### config.mk
export PLATFORM = sky130hd
export DESIGN_NAME = quicksort_ctrl_flat
export DESIGN_NICKNAME = d
export VERILOG_FILES = /design/src/rtl/quicksort_ctrl_pkg.sv /design/src/rtl/quicksort_ctrl_if.sv /design/src/rtl/quicksort_ctrl_range_stack.sv /design/src/rtl/quicksort_ctrl.sv /design/src/flat_wrapper.sv
export SDC_FILE = /design/constraint.sdc
export NUM_CORES = 1
export LEC_CHECK = 0
export CORE_ASPECT_RATIO = 1.5
export CORE_MARGIN = 5
export CORE_UTILIZATION = 43
export CTS_BUF_LIST = sky130_fd_sc_hd__clkbuf_8 sky130_fd_sc_hd__clkbuf_16
export CTS_CLUSTER_SIZE = 40
export DETAILED_ROUTE_END_ITERATION = 16
export GPL_TIMING_DRIVEN = 0
export PLACE_DENSITY = 0.63
export SLEW_MARGIN = 5
export SYNTH_ARGS = -nofsm -noshare
export SYNTH_HDL_FRONTEND = slang
export SYNTH_SLANG_ARGS = --single-unit
export TNS_END_PERCENT = 5
### constraint.sdc
create_clock -name clock -period 9.7 [get_ports clock]
set_input_delay 2.425 -clock clock [delete_from_list [all_inputs] [get_ports clock]]
set_output_delay 2.425 -clock clock [all_outputs]
set_load 0.01 [all_outputs]
### src/rtl/quicksort_ctrl_pkg.sv
// Shared definitions for the quicksort sequencer: FSM encoding, element width
// and the range-stack entry width helper.
package quicksort_ctrl_pkg;

    localparam int ELEM_W = 4;

    typedef enum logic [2:0] {
        ST_IDLE    = 3'd0,
        ST_POP     = 3'd1,
        ST_ISSUE   = 3'd2,
        ST_WAIT    = 3'd3,
        ST_CAPTURE = 3'd4,
        ST_PUSH    = 3'd5,
        ST_FINISH  = 3'd6
    } qs_state_e;

    // A stack entry is a {lo, hi} index pair.
    function automatic int stack_entry_w(input int idx_w);
        return 2 * idx_w;
    endfunction

endpackage

### src/rtl/quicksort_ctrl_if.sv
// Handshake bundle between the quicksort sequencer (master) and the
// partition stage (slave).
interface quicksort_ctrl_if
    import quicksort_ctrl_pkg::*;
#(
    parameter int ARR_WIDTH = 4,
    parameter int IDX_W     = 4
);
    logic [ARR_WIDTH*ELEM_W-1:0] part_array_out;
    logic [IDX_W-1:0]            part_lo;
    logic [IDX_W-1:0]            part_hi;
    logic                        part_start;
    logic [ARR_WIDTH*ELEM_W-1:0] part_array_in;
    logic [IDX_W-1:0]            part_pivot;
    logic                        part_ready;

    modport master (
        output part_array_out, part_lo, part_hi, part_start,
        input  part_array_in, part_pivot, part_ready
    );

    modport slave (
        input  part_array_out, part_lo, part_hi, part_start,
        output part_array_in, part_pivot, part_ready
    );
endinterface

### src/rtl/quicksort_ctrl_range_stack.sv
// LIFO of pending {lo,hi} ranges; pop data is the current top, valid in the
// same cycle as pop. Pushes into a full stack are dropped.
module range_stack
    import quicksort_ctrl_pkg::*;
#(
    parameter int IDX_W = 4,
    parameter int DEPTH = 4
) (
    input  logic                            clock,
    input  logic                            reset,
    input  logic                            clear,
    input  logic                            push,
    input  logic [stack_entry_w(IDX_W)-1:0] push_data,
    input  logic                            pop,
    output logic [stack_entry_w(IDX_W)-1:0] pop_data,
    output logic                            empty,
    output logic                            full
);
    localparam int ENTRY_W = stack_entry_w(IDX_W);
    localparam int CNT_W   = $clog2(DEPTH + 1);
    localparam int PTR_W   = (DEPTH > 1) ? $clog2(DEPTH) : 1;

    logic [ENTRY_W-1:0] mem_r [DEPTH];
    logic [CNT_W-1:0]   count_r;
    logic [PTR_W-1:0]   top_idx_s;
    logic [PTR_W-1:0]   wr_idx_s;

    assign empty     = (count_r == CNT_W'(0));
    assign full      = (count_r == CNT_W'(DEPTH));
    assign top_idx_s = PTR_W'(count_r - CNT_W'(1));
    assign wr_idx_s  = PTR_W'(count_r);
    assign pop_data  = empty ? {ENTRY_W{1'b0}} : mem_r[top_idx_s];

    // Storage and occupancy count.
    always_ff @(posedge clock or posedge reset) begin
        if (reset) begin
            count_r <= CNT_W'(0);
            mem_r   <= '{default: {ENTRY_W{1'b0}}};
        end else if (clear) begin
            count_r <= CNT_W'(0);
        end else if (push && !full) begin
            mem_r[wr_idx_s] <= push_data;
            count_r         <= count_r + CNT_W'(1);
        end else if (pop && !empty) begin
            count_r <= count_r - CNT_W'(1);
        end else begin
            count_r <= count_r;
        end
    end

endmodule

### src/rtl/quicksort_ctrl.sv
// Quicksort sequencer: walks a stack of pending ranges, launches the partition
// stage on each and pushes the resulting sub-ranges until the array is sorted.
module quicksort_ctrl
    import quicksort_ctrl_pkg::*;
#(
    parameter int ARR_WIDTH   = 4,
    parameter int IDX_W       = 4,
    parameter int STACK_DEPTH = 4,
    parameter int TIMEOUT     = 64
) (
    input  logic                        clock,
    input  logic                        reset,
    input  logic [ARR_WIDTH*ELEM_W-1:0] array_in,
    input  logic                        start,
    quicksort_ctrl_if.master            part_bus,
    output logic [ARR_WIDTH*ELEM_W-1:0] sorted_out,
    output logic                        busy,
    output logic                        done,
    output logic                        error
);
    localparam int DATA_W  = ARR_WIDTH * ELEM_W;
    localparam int ENTRY_W = stack_entry_w(IDX_W);
    localparam int CNT_W   = $clog2(TIMEOUT + 1);
    localparam logic [IDX_W-1:0] LAST_IDX = IDX_W'(ARR_WIDTH - 1);
    localparam logic             MULTI    = (ARR_WIDTH > 1);

    qs_state_e          state_r, state_nxt_s;
    logic [DATA_W-1:0]  work_r, sorted_r;
    logic [IDX_W-1:0]   lo_r, hi_r, pivot_r;
    logic               right_pend_r, left_pend_r;
    logic [CNT_W-1:0]   tmo_cnt_r;
    logic               part_start_r, busy_r, done_r, error_r;

    logic               push_s, pop_s, clear_s, set_err_s;
    logic [ENTRY_W-1:0] push_data_s, pop_data_s;
    logic               empty_s, full_s;
    logic [IDX_W:0]     cap_pivot_s, lo_ext_s, hi_ext_s;
    logic               pivot_bad_s, need_right_s, need_left_s, tmo_hit_s;
    logic [IDX_W-1:0]   right_lo_s, left_hi_s;

    // Sub-range decisions use one extra bit so p-1 / p+1 never wrap.
    assign cap_pivot_s  = {1'b0, part_bus.part_pivot};
    assign lo_ext_s     = {1'b0, lo_r};
    assign hi_ext_s     = {1'b0, hi_r};
    assign pivot_bad_s  = (cap_pivot_s < lo_ext_s) || (cap_pivot_s > hi_ext_s);
    assign need_right_s = (cap_pivot_s + (IDX_W+1)'(1)) < hi_ext_s;
    assign need_left_s  = cap_pivot_s > (lo_ext_s + (IDX_W+1)'(1));
    assign tmo_hit_s    = (tmo_cnt_r == CNT_W'(TIMEOUT - 1));
    assign right_lo_s   = pivot_r + IDX_W'(1);
    assign left_hi_s    = pivot_r - IDX_W'(1);

    range_stack #(.IDX_W(IDX_W), .DEPTH(STACK_DEPTH)) u_stack (
        .clock     (clock),
        .reset     (reset),
        .clear     (clear_s),
        .push      (push_s),
        .push_data (push_data_s),
        .pop       (pop_s),
        .pop_data  (pop_data_s),
        .empty     (empty_s),
        .full      (full_s)
    );

    // State register.
    always_ff @(posedge clock or posedge reset) begin
        if (reset) state_r <= ST_IDLE;
        else       state_r <= state_nxt_s;
    end

    // Next-state logic.
    always_comb begin
        state_nxt_s = state_r;
        case (state_r)
            ST_IDLE:    if (start) state_nxt_s = MULTI ? ST_POP : ST_FINISH;
                        else       state_nxt_s = ST_IDLE;
            ST_POP:     state_nxt_s = empty_s ? ST_FINISH : ST_ISSUE;
            ST_ISSUE:   state_nxt_s = ST_WAIT;
            ST_WAIT:    if (part_bus.part_ready) state_nxt_s = ST_CAPTURE;
                        else if (tmo_hit_s)      state_nxt_s = ST_FINISH;
                        else                     state_nxt_s = ST_WAIT;
            ST_CAPTURE: if (pivot_bad_s)                      state_nxt_s = ST_FINISH;
                        else if (need_right_s || need_left_s) state_nxt_s = ST_PUSH;
                        else                                  state_nxt_s = ST_POP;
            ST_PUSH:    if (full_s)                            state_nxt_s = ST_FINISH;
                        else if (right_pend_r && left_pend_r)  state_nxt_s = ST_PUSH;
                        else                                   state_nxt_s = ST_POP;
            ST_FINISH:  state_nxt_s = ST_IDLE;
            default:    state_nxt_s = ST_IDLE;
        endcase
    end

    // Stack control and error detection; right range is pushed before left.
    always_comb begin
        push_s      = 1'b0;
        pop_s       = 1'b0;
        clear_s     = 1'b0;
        set_err_s   = 1'b0;
        push_data_s = {ENTRY_W{1'b0}};
        case (state_r)
            ST_IDLE: begin
                push_s      = start & MULTI;
                push_data_s = {{IDX_W{1'b0}}, LAST_IDX};
            end
            ST_POP:     pop_s = ~empty_s;
            ST_WAIT:    set_err_s = ~part_bus.part_ready & tmo_hit_s;
            ST_CAPTURE: set_err_s = pivot_bad_s;
            ST_PUSH: begin
                push_s    = 1'b1;
                set_err_s = full_s;
                if (right_pend_r) push_data_s = {right_lo_s, hi_r};
                else              push_data_s = {lo_r, left_hi_s};
            end
            ST_FINISH:  clear_s = 1'b1;
            default:    clear_s = 1'b0;
        endcase
    end

    // Datapath and registered outputs.
    always_ff @(posedge clock or posedge reset) begin
        if (reset) begin
            work_r       <= {DATA_W{1'b0}};
            sorted_r     <= {DATA_W{1'b0}};
            lo_r         <= {IDX_W{1'b0}};
            hi_r         <= {IDX_W{1'b0}};
            pivot_r      <= {IDX_W{1'b0}};
            right_pend_r <= 1'b0;
            left_pend_r  <= 1'b0;
            tmo_cnt_r    <= CNT_W'(0);
            part_start_r <= 1'b0;
            busy_r       <= 1'b0;
            done_r       <= 1'b0;
            error_r      <= 1'b0;
        end else begin
            part_start_r <= (state_nxt_s == ST_ISSUE);
            done_r       <= (state_r == ST_FINISH) && !error_r;
            if (set_err_s) error_r <= 1'b1;
            case (state_r)
                ST_IDLE: begin
                    if (start) begin
                        work_r  <= array_in;
                        error_r <= 1'b0;
                        busy_r  <= 1'b1;
                    end
                end
                ST_POP: begin
                    if (!empty_s) begin
                        lo_r <= pop_data_s[ENTRY_W-1 -: IDX_W];
                        hi_r <= pop_data_s[IDX_W-1:0];
                    end
                end
                ST_ISSUE:   tmo_cnt_r <= CNT_W'(0);
                ST_WAIT:    tmo_cnt_r <= tmo_cnt_r + CNT_W'(1);
                ST_CAPTURE: begin
                    work_r       <= part_bus.part_array_in;
                    pivot_r      <= part_bus.part_pivot;
                    right_pend_r <= need_right_s;
                    left_pend_r  <= need_left_s;
                end
                ST_PUSH: begin
                    if (right_pend_r) right_pend_r <= 1'b0;
                    else              left_pend_r  <= 1'b0;
                end
                ST_FINISH: begin
                    sorted_r <= work_r;
                    busy_r   <= 1'b0;
                end
                default: busy_r <= busy_r;
            endcase
        end
    end

    assign part_bus.part_array_out = work_r;
    assign part_bus.part_lo        = lo_r;
    assign part_bus.part_hi        = hi_r;
    assign part_bus.part_start     = part_start_r;
    assign sorted_out              = sorted_r;
    assign busy                    = busy_r;
    assign done                    = done_r;
    assign error                   = error_r;

endmodule

### src/flat_wrapper.sv
// flat-port wrapper written by rule: the top's interface ports become plain ports
module quicksort_ctrl_flat import quicksort_ctrl_pkg::*;
#(
    parameter int ARR_WIDTH   = 4,
    parameter int IDX_W       = 4,
    parameter int STACK_DEPTH = 4,
    parameter int TIMEOUT     = 64
)
  (clock, reset, array_in, start, sorted_out, busy, done, error, part_bus_part_array_out, part_bus_part_lo, part_bus_part_hi, part_bus_part_start, part_bus_part_array_in, part_bus_part_pivot, part_bus_part_ready);
  quicksort_ctrl_if #(.ARR_WIDTH(ARR_WIDTH), .IDX_W(IDX_W)) part_bus_i ();
  input  logic clock;
  input  logic reset;
  input  logic [ARR_WIDTH*ELEM_W-1:0] array_in;
  input  logic start;
  output logic [ARR_WIDTH*ELEM_W-1:0] sorted_out;
  output logic busy;
  output logic done;
  output logic error;
  output wire logic [$bits(part_bus_i.part_array_out)-1:0] part_bus_part_array_out;
  output wire logic [$bits(part_bus_i.part_lo)-1:0] part_bus_part_lo;
  output wire logic [$bits(part_bus_i.part_hi)-1:0] part_bus_part_hi;
  output wire logic [$bits(part_bus_i.part_start)-1:0] part_bus_part_start;
  input wire logic [$bits(part_bus_i.part_array_in)-1:0] part_bus_part_array_in;
  input wire logic [$bits(part_bus_i.part_pivot)-1:0] part_bus_part_pivot;
  input wire logic [$bits(part_bus_i.part_ready)-1:0] part_bus_part_ready;
  assign part_bus_part_array_out = part_bus_i.part_array_out;
  assign part_bus_part_lo = part_bus_i.part_lo;
  assign part_bus_part_hi = part_bus_i.part_hi;
  assign part_bus_part_start = part_bus_i.part_start;
  assign part_bus_i.part_array_in = part_bus_part_array_in;
  assign part_bus_i.part_pivot = part_bus_part_pivot;
  assign part_bus_i.part_ready = part_bus_part_ready;
  quicksort_ctrl #(.ARR_WIDTH(ARR_WIDTH), .IDX_W(IDX_W), .STACK_DEPTH(STACK_DEPTH), .TIMEOUT(TIMEOUT)) u_core (.clock(clock), .reset(reset), .array_in(array_in), .start(start), .part_bus(part_bus_i), .sorted_out(sorted_out), .busy(busy), .done(done), .error(error));
endmodule
# Word level (Yosys, flattened, before mapping)
# Cells that the tools add are included.
[word_totals]
in_bits = 40
output_inout_bits = 44
wordCells = 106
ff_bits = 95
[op_classes]
eq_ne = 11
muxes = 35
reduce_logical = 22
add_sub_neg = 7
bitwise = 6
order_cmp = 7
[op_table]
columns = ["cell", "count"]
rows = [
  ["bitwise mux 32 bit", 1],
  ["2-to-1 mux 8 bit", 4],
  ["case mux 16 bit (2 select lines)", 1],
  ["2-to-1 mux 3 bit", 10],
  ["case mux 3 bit (6 select lines)", 1],
  ["binary-select mux 8 bit (select 2 bit)", 1],
  ["demux 8 bit (select 2 bit)", 1],
  ["2-to-1 mux 16 bit", 1],
  ["case mux 8 bit (2 select lines)", 1],
  ["case mux 7 bit (2 select lines)", 1],
  ["== test 3 bit, second input constant", 4],
  ["adder 4 x 1 -> 5 bit, second input constant", 2],
  ["AND reduction 2 bit", 5],
  ["== test 3 x 2 -> 1 bit, second input constant", 3],
  ["2-to-1 mux 1 bit", 8],
  ["case mux 1 bit (2 select lines)", 4],
  ["nonzero test 2 bit", 4],
  ["adder 7 x 1 -> 7 bit, second input constant", 1],
  ["== test 7 x 6 -> 1 bit, second input constant", 1],
  [">= comparator 3 bit, second input constant", 2],
  ["zero test 3 bit", 2],
  ["NOT 2 -> 3 bit", 2],
  ["greater-than comparator 4 x 5 -> 1 bit", 1],
  ["logical AND 1 bit", 5],
  ["other kinds (16)", 22],
]

# Logic depth before layout (Yosys ltp)
# Gate-level depths: netlist (run 1).
[logic_depth]
depth_word = 7
depth_mapped = 10

# By module
# From an unflattened synthesis (run 1), not the netlist that was laid out.
[unflattened]
hier_cells = 481
area_unflattened_um2 = 5122.4
[by_module_without_submodules]
columns = ["mod", "cells_per_inst", "seq_area_each_um2", "area_each_um2", "instances"]
rows = [
  ["quicksort_ctrl", 352, 1501.4, 3228.1, 1],
  ["range_stack", 129, 875.8, 1894.3, 1],
]

# Worst setup path before layout (run 1)
# No wires, ideal clock.
[synth_timing]
kind = "input-to-reg"
from = "input port part_bus_part_pivot[0]"
to = "register u_core.state_r[2]"
arrival_ns = 3.584
cell_stages = 7
path_slack_ns = 5.984
cell_sequence = "ha_1 > ha_1 > nor2b_1 > o211ai_1 > and4_1 > nor3_1 > nand4_1"
[synth_between]
elab_chain_cells = 6
word_cells_on_any_way = 10
[synth_lines]
columns = ["item", "line_no", "rtl"]
rows = [
  ["start, declared", "flat_wrapper.sv:24", "input wire logic [$bits(part_bus_i.part_pivot)-1:0] part_bus_part_pivot;"],
  ["adder 4 x 1 -> 5 bit", "quicksort_ctrl.sv:46", "assign need_right_s = (cap_pivot_s + (IDX_W+1)'(1)) < hi_ext_s;"],
  ["less-than comparator 5 x 4 -> 1 bit", "quicksort_ctrl.sv:46", ""],
  ["logical OR 1 bit", "quicksort_ctrl.sv:82", "else if (need_right_s || need_left_s) state_nxt_s = ST_PUSH;"],
  ["2-to-1 mux 3 bit", "quicksort_ctrl.sv:82", ""],
  ["2-to-1 mux 3 bit *", "quicksort_ctrl.sv:81", "ST_CAPTURE: if (pivot_bad_s) state_nxt_s = ST_FINISH;"],
  ["case mux 3 bit (6 select lines) *", "quicksort_ctrl.sv:73", "case (state_r)"],
  ["named net u_core.state_nxt_s[2]", "quicksort_ctrl.sv:27", "qs_state_e state_r, state_nxt_s;"],
  ["end signal, assigned", "quicksort_ctrl.sv:67", "else state_r <= state_nxt_s;"],
  ["end, declared", "quicksort_ctrl.sv:27", ""],
]
# Mark *: on every way through the listed nets, which the timed path passes. The rest lies on a longest branch.
# A chain may end at the register's enable or synchronous reset.

# Worst setup path in the final report (run 1)
[layout_timing]
from = "input port part_bus_part_pivot[1]"
to = "register u_core.state_r[2]"
# Same word-level chain as after synthesis.

==> results of run 1 <==
## metrics by stage
stage	cell area [µm²]	setup slack (ps)	std cells
6_report	6230	5530	692
3_5_place_dp	5920	5180	676
2_1_floorplan	4870	4800	445
3_3_place_gp	5890	3350	675
5_1_grt	6230	5370	692
4_1_cts	6230	5530	692
## power by group
part	internal [mW]	switching [mW]	total (mW)	leakage (nW)
combinational	0.389	0.380	0.769	1.36
clock	0.224	0.148	0.373	0.158
sequential	0.535	0.0996	0.634	1.24
## flip-flops by register name, summed over array words and instances, names as in the netlist, 3 cells and up
signal and flops:
u_core.u_stack.count_r 3, u_core.u_stack.mem_r 32, u_core.part_bus.part_array_out 16, u_core.state_r 3, u_core.pivot_r 4, u_core.part_bus.part_lo 4
u_core.tmo_cnt_r 7, u_core.part_bus.part_hi 4, u_core.sorted_out 16
## worst max-delay path, stage by stage
cell	delay, ps
sky130_fd_sc_hd__clkdlybuf4s50_1	650
sky130_fd_sc_hd__ha_1	310
sky130_fd_sc_hd__ha_1	270
sky130_fd_sc_hd__nor2b_1	110
sky130_fd_sc_hd__o211ai_1	80
sky130_fd_sc_hd__and4_1	200
sky130_fd_sc_hd__nor3_1	210
sky130_fd_sc_hd__nand4_1	130
## final cells by class
type	count	share of cell area, %
multi-input combinational	310	36.7
timing repair buffer	84	13.8
clock inverter	7	1.43
buffer	22	2.21
inverter	18	1.12
tap	147	2.95
clock buffer	9	3.62
sequential	95	38.2
## cell usage in the layout, fill, tap and decap left out, types with 9 or more instances in the layout
cell                              instances
sky130_fd_sc_hd__o21ai_0                 34
sky130_fd_sc_hd__clkbuf_16                9
sky130_fd_sc_hd__nor2_1                  15
sky130_fd_sc_hd__ha_1                    27
sky130_fd_sc_hd__nand3_1                 14
sky130_fd_sc_hd__dfrtp_1                 95
sky130_fd_sc_hd__inv_1                   18
sky130_fd_sc_hd__o21ai_1                 15
sky130_fd_sc_hd__mux2_2                  20
sky130_fd_sc_hd__mux2i_1                 18
sky130_fd_sc_hd__buf_2                   11
sky130_fd_sc_hd__nand2_1                 69
sky130_fd_sc_hd__clkdlybuf4s50_1         83
sky130_fd_sc_hd__a21oi_1                 11
## worst max-delay path by stage
| stage | to | slack (ps) | startpoint |
|---|---|---|---|
| global route | u_core.state_r[2] | 5370 | part_bus_part_pivot[1] |
| floorplan | u_core.busy | 4800 | reset |
| global placement | u_core.sorted_out[15] | 3350 | reset |
| finish | u_core.state_r[2] | 5530 | part_bus_part_pivot[1] |
| CTS | u_core.state_r[2] | 5530 | part_bus_part_pivot[1] |
| detailed placement | u_core.state_r[2] | 5180 | part_bus_part_pivot[1] |
## metal layers
metal	GRT usage, %	part of all wire (%)
met5	0	0
met4	6.43	2.2
met3	4.48	4.8
met2	32.2	52
met1	20.5	41
## logic make-up (layout without fill, tap and decap cells)
group                    Yosys count  in the layout  synth area share (%)
flip-flops                        95             95                  48.8
multiplexers                      62             62                  16.3
XOR/XNOR                           8              8                  1.44
buffers and inverters             40            140                  4.21
AND/OR/NAND/NOR                  129            129                  12.3
adder cells (fa/ha/maj)           27             27                  6.94
AO/OA/AOI/OAI                     84             84                  9.97
==> results_dict.tcl, run 1 <==
set metrics [dict create \
    seqCellArea_um2 2380 \
    finalHoldViolCount 0 \
    yosys-top-cells-area "sky130_fd_sc_hd__dfrtp_1, sky130_fd_sc_hd__ha_1, sky130_fd_sc_hd__nand2_1" \
    syn_inst 445 \
    fillCellCount 1005 \
    cts_post_setup_buffers_inserted 0 \
    std_cell_rows 47 \
    rsz0062_at_grt "no" \
    synthMostInstantiatedCell "sky130_fd_sc_hd__dfrtp_1" \
    io_buffer_count 83 \
    grt_start_max_net_pins 52 \
    synth_async_sr_flop_share_pct 100 \
    detail_route.wl_per_cell_um 16.9 \
    required_ps 9910 \
    timing.max_slew.rel_slack_pct 57.8 \
    cts-htree-levels 3 \
    post_synthesis_mean_instance_area_um2 10.9 \
    final_layout_size_suffix_gt1_share_pct 14.1 \
    cts_num_sinks 95 \
    synthesis.yosys.warnings 0 \
    cts.hold.buffers_added 0 \
    cts_buffer_depth 2 \
    mappedNetlistArea_um2 4870 \
    clock_buffers_created_by_tritoncts 9 \
    clock_skew_ps 5.46 \
    clk_transition_reported_paths_ps 60 \
    clkLatencyLatePin_ps 340 \
    max_slew.worst_pin.slew_ps 633 \
    grt_antenna_before_repair 0 \
    synth-main-ff-cell "sky130_fd_sc_hd__dfrtp_1" \
    synth_sequential_area_ratio_pct 48.8 \
    number_of_synthesized_flops_with_an_enable_pin 0 \
    timing.final.crit_period_ps 4170 \
    synth_seq_cells 95 \
    post-route-util_pct 56.3 \
    synthDistinctLibCells 49 \
    detailedRoute.firstPassIterationCount 4 \
    max_freq_mhz 240 \
    iteration_0_drc_markers 137 \
    yosysTopAreaCellShare_pct 48.8 \
    totalWireLength_um 11700 \
    gr-usage-all-layers_pct 17.9 \
    setup.worst_path.end_class "flip-flop" \
    vdd_drop_max_uv 131 \
    grt_overflow_total 0 \
    diodes 0 \
    area_taken_by_multi_input_logic_gates_um2 2290 \
    worst_hold_startpoint "u_core.error" \
    chip_height_um 140 \
    root_buffer "sky130_fd_sc_hd__clkbuf_16" \
    dr_total_vias 3608 \
    dp_hpwl_um 8990 \
    resize_count_post_cts 0 \
    p_total_mw 1.78 \
    grt_pass1_wl_um 19500 \
    power-per-cell-area_nw_per_um2 285 \
    layout_worst_path_cycle_share_pct 43.0 \
    start_kind "primary input" \
    whs_path_depth 1 \
    min_delay_worst_endpoint "u_core.done" \
    design.core.area_um2 11100 \
    path_class "in2reg" \
    final_count_of_pins_violating_max_slew 0 \
    tritoncts "done" \
    routabilityCongestion 0.823 \
    setup_viol 0 \
    cp_data_arrival_time_ps 4380 \
    worstRegToRegCells 9 \
    total_leakage_power_nw 2.76 \
    worstReg2RegStart "u_core.u_stack.count_r[0]" \
    setup-tns-final_ps 0 \
    die_w_um 96.9 \
    synth.top_cells.by_count "sky130_fd_sc_hd__dfrtp_1, sky130_fd_sc_hd__nand2_1, sky130_fd_sc_hd__o21ai_0" \
    ant_nets 0 \
    boundaryPins 84 \
    initial_core_util_pct 44.1 \
    rr_endpoint "u_core.u_stack.mem_r[0]" \
    worst_hold_slack_ps 465 \
    die-area_um2 13600 \
    viasPerCell 5.21 \
    drc 0 \
    num-nets-final 607 \
    synth_fp_nets 512 \
    hp-class "reg2reg" \
    status "completed" \
    crit_path_max_fanout 6 \
    synth_largest_area_cell "sky130_fd_sc_hd__dfrtp_1" \
    first_global_vias 3723 \
    r2r_slack_ps 7220 \
    cap_violations 0 \
    syn_to_final_growth_pct 27.9 \
]
Power figures use the tool's default switching activity.
==> run 2, diff against run 1 <==
Settings changed: PLACE_DENSITY 0.63 to 0.66.
Clock period 9.7 ns to 3.6 ns, I/O delays scaled along.
==> run 2 against run 1 <==
Net effect: hold slack worse by 3.0 ps; non-clock buffer count unchanged; largest cell class unchanged; combinational power grew to 2.7 times the previous value; power grew to 2.7 times the previous value; design area hardly changed; critical path depth unchanged; setup slack got worse by 4600 ps; first-iteration DRC count shrank 12%; cell count unchanged.
==> results_dict.tcl, run 2 (synthesis gave the netlist of run 1 again) <==
set metrics [dict create \
    hp-class "reg2reg" \
    first_global_vias 3943 \
    worstRegToRegCells 9 \
    postLayoutSetupSlackWorst_ps 953 \
    total_leakage_power_nw 2.76 \
    cp_data_arrival_time_ps 2860 \
    largest_register_ffs 32 \
    resize_count_post_cts 0 \
    layout.cells.most_common "sky130_fd_sc_hd__dfrtp_1" \
    cap_violations 0 \
    post-route-util_pct 56.4 \
    cts-htree-levels 3 \
    timing.max_slew.rel_slack_pct 61.6 \
    finalHoldViolCount 0 \
    grt_pass1_wl_um 19700 \
    routabilityCongestion 0.880 \
    final_count_of_pins_violating_max_slew 0 \
    required_ps 3810 \
    cts.hold.buffers_added 0 \
    cp-endpoint "u_core.state_r[2]" \
    viasPerCell 5.27 \
    worstReg2RegStart "u_core.u_stack.count_r[0]" \
    num-nets-final 607 \
    cts_num_sinks 95 \
    std_cell_rows 47 \
    vdd_drop_max_uv 305 \
    die-area_um2 13600 \
    fillCellCount 981 \
    clock_buffers_created_by_tritoncts 9 \
    rsz0062_at_grt "no" \
    gr-usage-all-layers_pct 17.9 \
    detailedRoute.firstPassIterationCount 4 \
    grt_start_max_net_pins 58 \
    boundaryPins 84 \
    r2r_slack_ps 1120 \
    layout_common_cells "sky130_fd_sc_hd__dfrtp_1, sky130_fd_sc_hd__clkdlybuf4s50_1, sky130_fd_sc_hd__nand2_1" \
    io_buffer_count 83 \
    timing.final.crit_period_ps 2650 \
    power-per-cell-area_nw_per_um2 765 \
    syn_to_final_growth_pct 28.0 \
    clock_skew_ps 8.10 \
    worst_hold_slack_ps 462 \
    tritoncts "done" \
    cts_buffer_depth 2 \
    final_instance_area_um2 6230 \
    max_slew.worst_pin.slew_ps 577 \
    regMostFlops "u_core.u_stack.mem_r" \
    max_freq_mhz 378 \
    initial_core_util_pct 44.1 \
    final_layout_size_suffix_gt1_share_pct 14.5 \
    totalWireLength_um 11600 \
    grt_antenna_before_repair 0 \
    grt_overflow_total 0 \
    p_total_mw 4.77 \
    seqCellArea_um2 2380 \
    ant_nets 0 \
    dr_total_vias 3649 \
    clk_transition_reported_paths_ps 60 \
    path_class "in2reg" \
    rr_endpoint "u_core.u_stack.mem_r[1]" \
    cts_post_setup_buffers_inserted 0 \
    setup.worst_path.start "part_bus_part_pivot[1]" \
    dp_hpwl_um 9040 \
    layout_worst_path_cycle_share_pct 73.5 \
    detail_route.wl_per_cell_um 16.8 \
    diodes 0 \
    chip_height_um 140 \
    clkLatencyLatePin_ps 340 \
    status "completed" \
    area_taken_by_multi_input_logic_gates_um2 2290 \
    setup_viol 0 \
    start_kind "primary input" \
    crit_path_max_fanout 6 \
    root_buffer "sky130_fd_sc_hd__clkbuf_16" \
    drc 0 \
    design.core.area_um2 11100 \
    placement.setup.worst_slack_ps 613 \
    placedInstanceArea_um2 5920 \
    setup.worst_path.end_class "flip-flop" \
    die_w_um 96.9 \
    iteration_0_drc_markers 120 \
]
==> run 2: changes by cell type in the layout (fill, tap and decap cells not counted) <==
| cell | previous run | this run |
|---|---|---|
| sky130_fd_sc_hd__clkinv_4 | 0 | 2 |
| sky130_fd_sc_hd__clkinvlp_4 | 1 | 0 |
| sky130_fd_sc_hd__clkbuf_8 | 0 | 3 |
| sky130_fd_sc_hd__inv_6 | 1 | 0 |
| sky130_fd_sc_hd__bufinv_16 | 2 | 1 |
| sky130_fd_sc_hd__inv_1 | 18 | 16 |
==> run 2: critical path: stages <==
cell and delay (ps):
sky130_fd_sc_hd__clkdlybuf4s50_1 640, sky130_fd_sc_hd__ha_1 300, sky130_fd_sc_hd__ha_1 280, sky130_fd_sc_hd__nor2b_1 140, sky130_fd_sc_hd__o211ai_1 90, sky130_fd_sc_hd__and4_1 210
sky130_fd_sc_hd__nor3_1 190, sky130_fd_sc_hd__nand4_1 120
==> run 2: area by class of cell <==
cell class                 count  area share, %
tap                          147           2.95
multi-input combinational    310           36.7
inverter                      18           1.12
clock inverter                 4          0.843
sequential                    95           38.1
buffer                        22           2.21
timing repair buffer          84           13.8
clock buffer                  12           4.27
==> run 2: stage by stage <==
step | instances | TNS (ps)
after CTS | 692 | 0
after floorplan | 445 | 0
after detailed placement | 676 | 0
final | 692 | 0
after global routing | 692 | 0
after global placement | 675 | -110620
==> run 2: how the worst min path moves through the flow <==
stage / from / endpoint / slack, ps / cells after the start
final: u_core.error / u_core.done / 460 / 1
after detailed placement: u_core.error / u_core.done / 450 / 1
after global placement: u_core.error / u_core.done / 450 / 1
after floorplan: u_core.u_stack.mem_r[18] / u_core.u_stack.mem_r[18] / 440 / 2
after CTS: u_core.error / u_core.done / 460 / 1
after global routing: u_core.error / u_core.done / 490 / 1
==> run 2: power by group <==
| group | internal, mW | leakage (nW) | switching, mW |
|---|---|---|---|
| Sequential | 1.44 | 1.24 | 0.272 |
| Clock | 0.596 | 0.159 | 0.391 |
| Combinational | 1.05 | 1.36 | 1.02 |
| Total | 3.09 | 2.76 | 1.69 |
==> run 2: routing by layer <==
metal  wire, µm  track usage (%)  share of wire (%)
met1       4610             20.0                 40
met3        533             4.23                4.6
met2       6100             31.4                 52
met5          0                0                  0
met4        399             9.32                3.4
==> RTL change 1 (flow settings as in run 2) <==
Reset style: synchronous (`reset`), changed in 3 clocked blocks.
--- a/src/rtl/quicksort_ctrl_range_stack.sv
+++ b/src/rtl/quicksort_ctrl_range_stack.sv
@@ -32,7 +32,7 @@
     assign pop_data  = empty ? {ENTRY_W{1'b0}} : mem_r[top_idx_s];
 
     // Storage and occupancy count.
-    always_ff @(posedge clock or posedge reset) begin
+    always_ff @(posedge clock) begin
         if (reset) begin
             count_r <= CNT_W'(0);
             mem_r   <= '{default: {ENTRY_W{1'b0}}};
--- a/src/rtl/quicksort_ctrl.sv
+++ b/src/rtl/quicksort_ctrl.sv
@@ -62,7 +62,7 @@
     );
 
     // State register.
-    always_ff @(posedge clock or posedge reset) begin
+    always_ff @(posedge clock) begin
         if (reset) state_r <= ST_IDLE;
         else       state_r <= state_nxt_s;
     end
@@ -116,7 +116,7 @@
     end
 
     // Datapath and registered outputs.
-    always_ff @(posedge clock or posedge reset) begin
+    always_ff @(posedge clock) begin
         if (reset) begin
             work_r       <= {DATA_W{1'b0}};
             sorted_r     <= {DATA_W{1'b0}};
Behaviour: differs if reset is asserted again (counterexample within 4 cycles, from zero or initial values and one cycle with reset high); with reset held inactive, the same outputs for 10 cycles.
==> RTL change 1 against run 2 <==
  * Global-route usage up 1.6 points
  * Sequential share of layout area down 6.7 points
  * Wire length up 6.0%
  * Area after synthesis down 3.3%
  * Sequential cell count unchanged
  * Power down 19%
  * Combinational power down 28%
  * Worst setup slack better by 0.046 ns
  * Core utilization up 0.44 points
  * Final area down 2.9%
==> RTL change 1: results (changes against run 2) <==
| Metric | Value |
|---|---|
| Tot Pwr | 3870 uW (was 4770 uW) |
| Fillers | 978 (was 981) |
| DPL Wire Length | 9.54 mm (was 9.04 mm) |
| Comb group | 1500 uW (was 2070 uW) |
| GRT Util Overall | 19.4% (was 17.9%) |
| Post-Syn Area | 4710 um^2 (was 4870 um^2) |
| Post-synthesis async set-or-reset flop share | 0% (was 100%) |
| Placed Cells | 752 (was 676) |
| DRT iter0 DRCs | 195 (was 120) |
| M2 GR Usage | 35.3% (was 31.4%) |
| Footprint of the multi-input gates | 2580 um^2 (was 2290 um^2) |
| Outcome | completed (unchanged) |
| Non-Clock Buffer Area Fraction | 16.5% (was 16.0%) |
| Sw Ratio | 34.5% (was 35.3%) |
| # clk buffers | 11 (was 12) |
| Met3 Resource Use GR | 4.89% (was 4.23%) |
| Wire length on met3 | 696 um (was 533 um) |
| Skew final | 0.00703 ns (was 0.00810 ns) |
| Ranking of synthesized cells by area | dfxtp_1, mux2i_1, ha_1 (was dfrtp_1, ha_1, nand2_1) |
| Final net count | 686 (was 607) |
| Mapped Nets | 592 (was 512) |
| Clk pwr share | 26.9% (was 20.7%) |
| Non-clk invs | 16 (was 18) |
| Mux cell area share after synthesis | 11.9% (was 16.3%) |
| Crit Path Max Fanout | 7 (was 6) |
| DR vias | 4,051 (was 3,649) |
| Area after DPL | 5720 um^2 (was 5920 um^2) |
| Met1 Wirelength | 4.98 mm (was 4.61 mm) |
| Seq area share | 31.4% (was 38.1%) |
| CP Data Arrival Time | 2.84 ns (was 2.86 ns) |
| Share of layout cells above drive strength 1 | 9.46% (was 14.5%) |
| Clock-cell share | 5.50% (was 5.12%) |
| Multi-input comb cells | 383 (was 310) |
| Fin Hold WS | 0.455 ns (was 0.462 ns) |
| Register area share after synthesis | 40.4% (was 48.8%) |
| Synthesized-area fraction occupied by adder cells | 7.18% (was 6.94%) |
| Area delta synth->final | 28.5% (was 28.0%) |
| Mean Syn Cell Area | 8.97 um^2 (was 10.9 um^2) |
| First-pass GRT wire length | 20.3 mm (was 19.7 mm) |
| Worst slew pin tran | 0.704 ns (was 0.577 ns) |
| Gpl congestion | 0.872 (was 0.880) |
-- RTL change 1: changes by cell type in the layout (fill, tap and decap cells not counted), sizes merged, moves of 35 or more --
cell   delta
nor2     +44
dfrtp    -95
mux2     -36
o21ai    -35
a21oi    +37
dfxtp    +95
-- RTL change 1: worst max-delay path, stage by stage --
cell,delay [ns]
clkdlybuf4s50_1,0.64
ha_1,0.32
and3b_1,0.17
a2111oi_0,0.35
o2bb2ai_1,0.24
nor2_1,0.15
o2bb2ai_1,0.08
-- RTL change 1: final timing paths --
path                                                from                                   end  depth (start not counted)
setup / recovery                  part_bus_part_pivot[2]          u_core.state_r[2]$_SDFF_PP0_                          7
hold / removal         u_core.sorted_out[0]$_SDFFE_PP0P_     u_core.sorted_out[0]$_SDFFE_PP0P_                          2
setup reg to reg  u_core.u_stack.count_r[0]$_SDFFE_PP0P_  u_core.u_stack.mem_r[0]$_SDFFE_PP0P_                         11
hold reg to reg        u_core.sorted_out[0]$_SDFFE_PP0P_     u_core.sorted_out[0]$_SDFFE_PP0P_                          2
==> RTL change 2 (flow settings as in run 2) <==
Without the edit above. `STACK_DEPTH` is set to 4 in 2 places; all go to 8.
--- a/src/rtl/quicksort_ctrl.sv
+++ b/src/rtl/quicksort_ctrl.sv
@@ -5,7 +5,7 @@
 #(
     parameter int ARR_WIDTH   = 4,
     parameter int IDX_W       = 4,
-    parameter int STACK_DEPTH = 4,
+    parameter int STACK_DEPTH = 8,
     parameter int TIMEOUT     = 64
 ) (
     input  logic                        clock,
--- a/src/flat_wrapper.sv
+++ b/src/flat_wrapper.sv
@@ -3,7 +3,7 @@
 #(
     parameter int ARR_WIDTH   = 4,
     parameter int IDX_W       = 4,
-    parameter int STACK_DEPTH = 4,
+    parameter int STACK_DEPTH = 8,
     parameter int TIMEOUT     = 64
 )
   (clock, reset, array_in, start, sorted_out, busy, done, error, part_bus_part_array_out, part_bus_part_lo, part_bus_part_hi, part_bus_part_start, part_bus_part_array_in, part_bus_part_pivot, part_bus_part_ready);
Check against the original RTL: same outputs for any inputs over 10 cycles, from zero or initial values and one cycle with reset high; that may be too few to reach the edited logic, so the function may still have changed.
==> RTL change 2 against run 2 <==
  * Global-route usage rose by 0.95 points
  * Sequential cell count rose by 33
  * Area after synthesis rose by 31%
  * Critical path depth did not move
  * Critical endpoint is now u_core.part_bus.part_hi[0]$_DFFE_PP0P_
  * Worst setup slack got worse by 0.49 ns
  * Synthesized cell count rose by 24%
  * Final cell count rose by 25%
  * Power rose by 29%
  * Wire length rose by 35%
  * Final area rose by 30%
==> RTL change 2: results (changes against run 2) <==
| Metric | Value |
|---|---|
| Outcome | completed (unchanged) |
| Register area share after synthesis | 50.3% (was 48.8%) |
| GRT Util Overall | 18.8% (was 17.9%) |
| Area after DPL | 7510 um^2 (was 5920 um^2) |
| Wire length on met2 | 8.40 mm (was 6.10 mm) |
| Worst slew pin tran | 1.22 ns (was 0.577 ns) |
| Crit Path Max Fanout | 10 (was 6) |
| M2 GR Usage | 33.0% (was 31.4%) |
| Worst skew pair latency | 0.41 ns (was 0.34 ns) |
| Final wirelength | 15.7 mm (was 11.6 mm) |
| Final net count | 722 (was 607) |
| Worst reg2reg path depth | 8 (was 9) |
| DR WL/cell | 18.2 um (was 16.8 um) |
| Gpl congestion | 0.796 (was 0.880) |
| Internal | 4010 uW (was 3090 uW) |
| Cell row count | 54 (was 47) |
| Ranking of synthesized cells by area | dfrtp_1, mux2_2, mux4_2 (was dfrtp_1, ha_1, nand2_1) |
| Met3 Resource Use GR | 4.34% (was 4.23%) |
| Met1 Wirelength | 6.28 mm (was 4.61 mm) |
| Distinct cells, synth | 46 (was 49) |
| Post-synth top cells | dfrtp_1, nand2_1, mux2_2, o21ai_0, mux2i_1 (was dfrtp_1, nand2_1, o21ai_0, ha_1, mux2_2) |
| Vias in the first global route | 4,866 (was 3,943) |
| CP max-delay cell | clkbuf_1 (was clkdlybuf4s50_1) |
| Mapped Nets | 617 (was 512) |
| Max FFs per register | 64 (was 32) |
| Skew final | 0.00803 ns (was 0.00810 ns) |
| DPL Wire Length | 11.4 mm (was 9.04 mm) |
| CP top delay family | buffers and inverters (was simple AND/OR/NAND/NOR gates) |
| Share of layout cells above drive strength 1 | 19.7% (was 14.5%) |
| Fin Hold WS | 0.467 ns (was 0.462 ns) |
| Leakage | 0.00371 uW (was 0.00276 uW) |
RTL change 2: final cells by class:
class / instances / area, um^2
fill: 1248 / 6440
sequential: 128 / 3200
multi-input combinational: 382 / 2960
timing repair buffer: 86 / 891
clock buffer: 17 / 425
tap: 196 / 245
clock inverter: 13 / 150
buffer: 27 / 145
inverter: 17 / 67.6
RTL change 2: power groups by stage:
stage	clock [uW]	sequential (uW)	combinational, uW
6_report	1680	2100	2350
4_1_cts	1700	2110	2380
5_1_grt	1770	2160	2580
2_1_floorplan	0	2150	1400
3_5_place_dp	0	2130	2370
3_3_place_gp	0	2110	2310
RTL change 2: worst max path at each step:
stage                                                startpoint                                      to  slack, ns
after floorplan                                           reset                 u_core.busy$_DFFE_PP0P_       1.12
after global placement                                    reset    u_core.u_stack.mem_r[49]$_DFFE_PP0P_       0.03
after detailed placement  u_core.u_stack.count_r[0]$_DFFE_PP0P_  u_core.part_bus.part_lo[3]$_DFFE_PP0P_       0.41
after CTS                 u_core.u_stack.count_r[0]$_DFFE_PP0P_  u_core.part_bus.part_lo[3]$_DFFE_PP0P_       0.39
after global routing      u_core.u_stack.count_r[0]$_DFFE_PP0P_  u_core.part_bus.part_lo[3]$_DFFE_PP0P_       0.26
final                     u_core.u_stack.count_r[0]$_DFFE_PP0P_  u_core.part_bus.part_hi[0]$_DFFE_PP0P_       0.47
RTL change 2: logic make-up (layout without fill, tap and decap cells):
kind of cell | Yosys count | count (layout) | synth area share (%)
buf+inv | 44 | 160 | 3.28
fa+ha+maj | 23 | 23 | 4.52
flops | 128 | 128 | 50.3
mux | 107 | 107 | 21.2
compound gates | 77 | 77 | 7.25
xor+xnor | 11 | 11 | 1.51
simple gates | 164 | 164 | 12.0
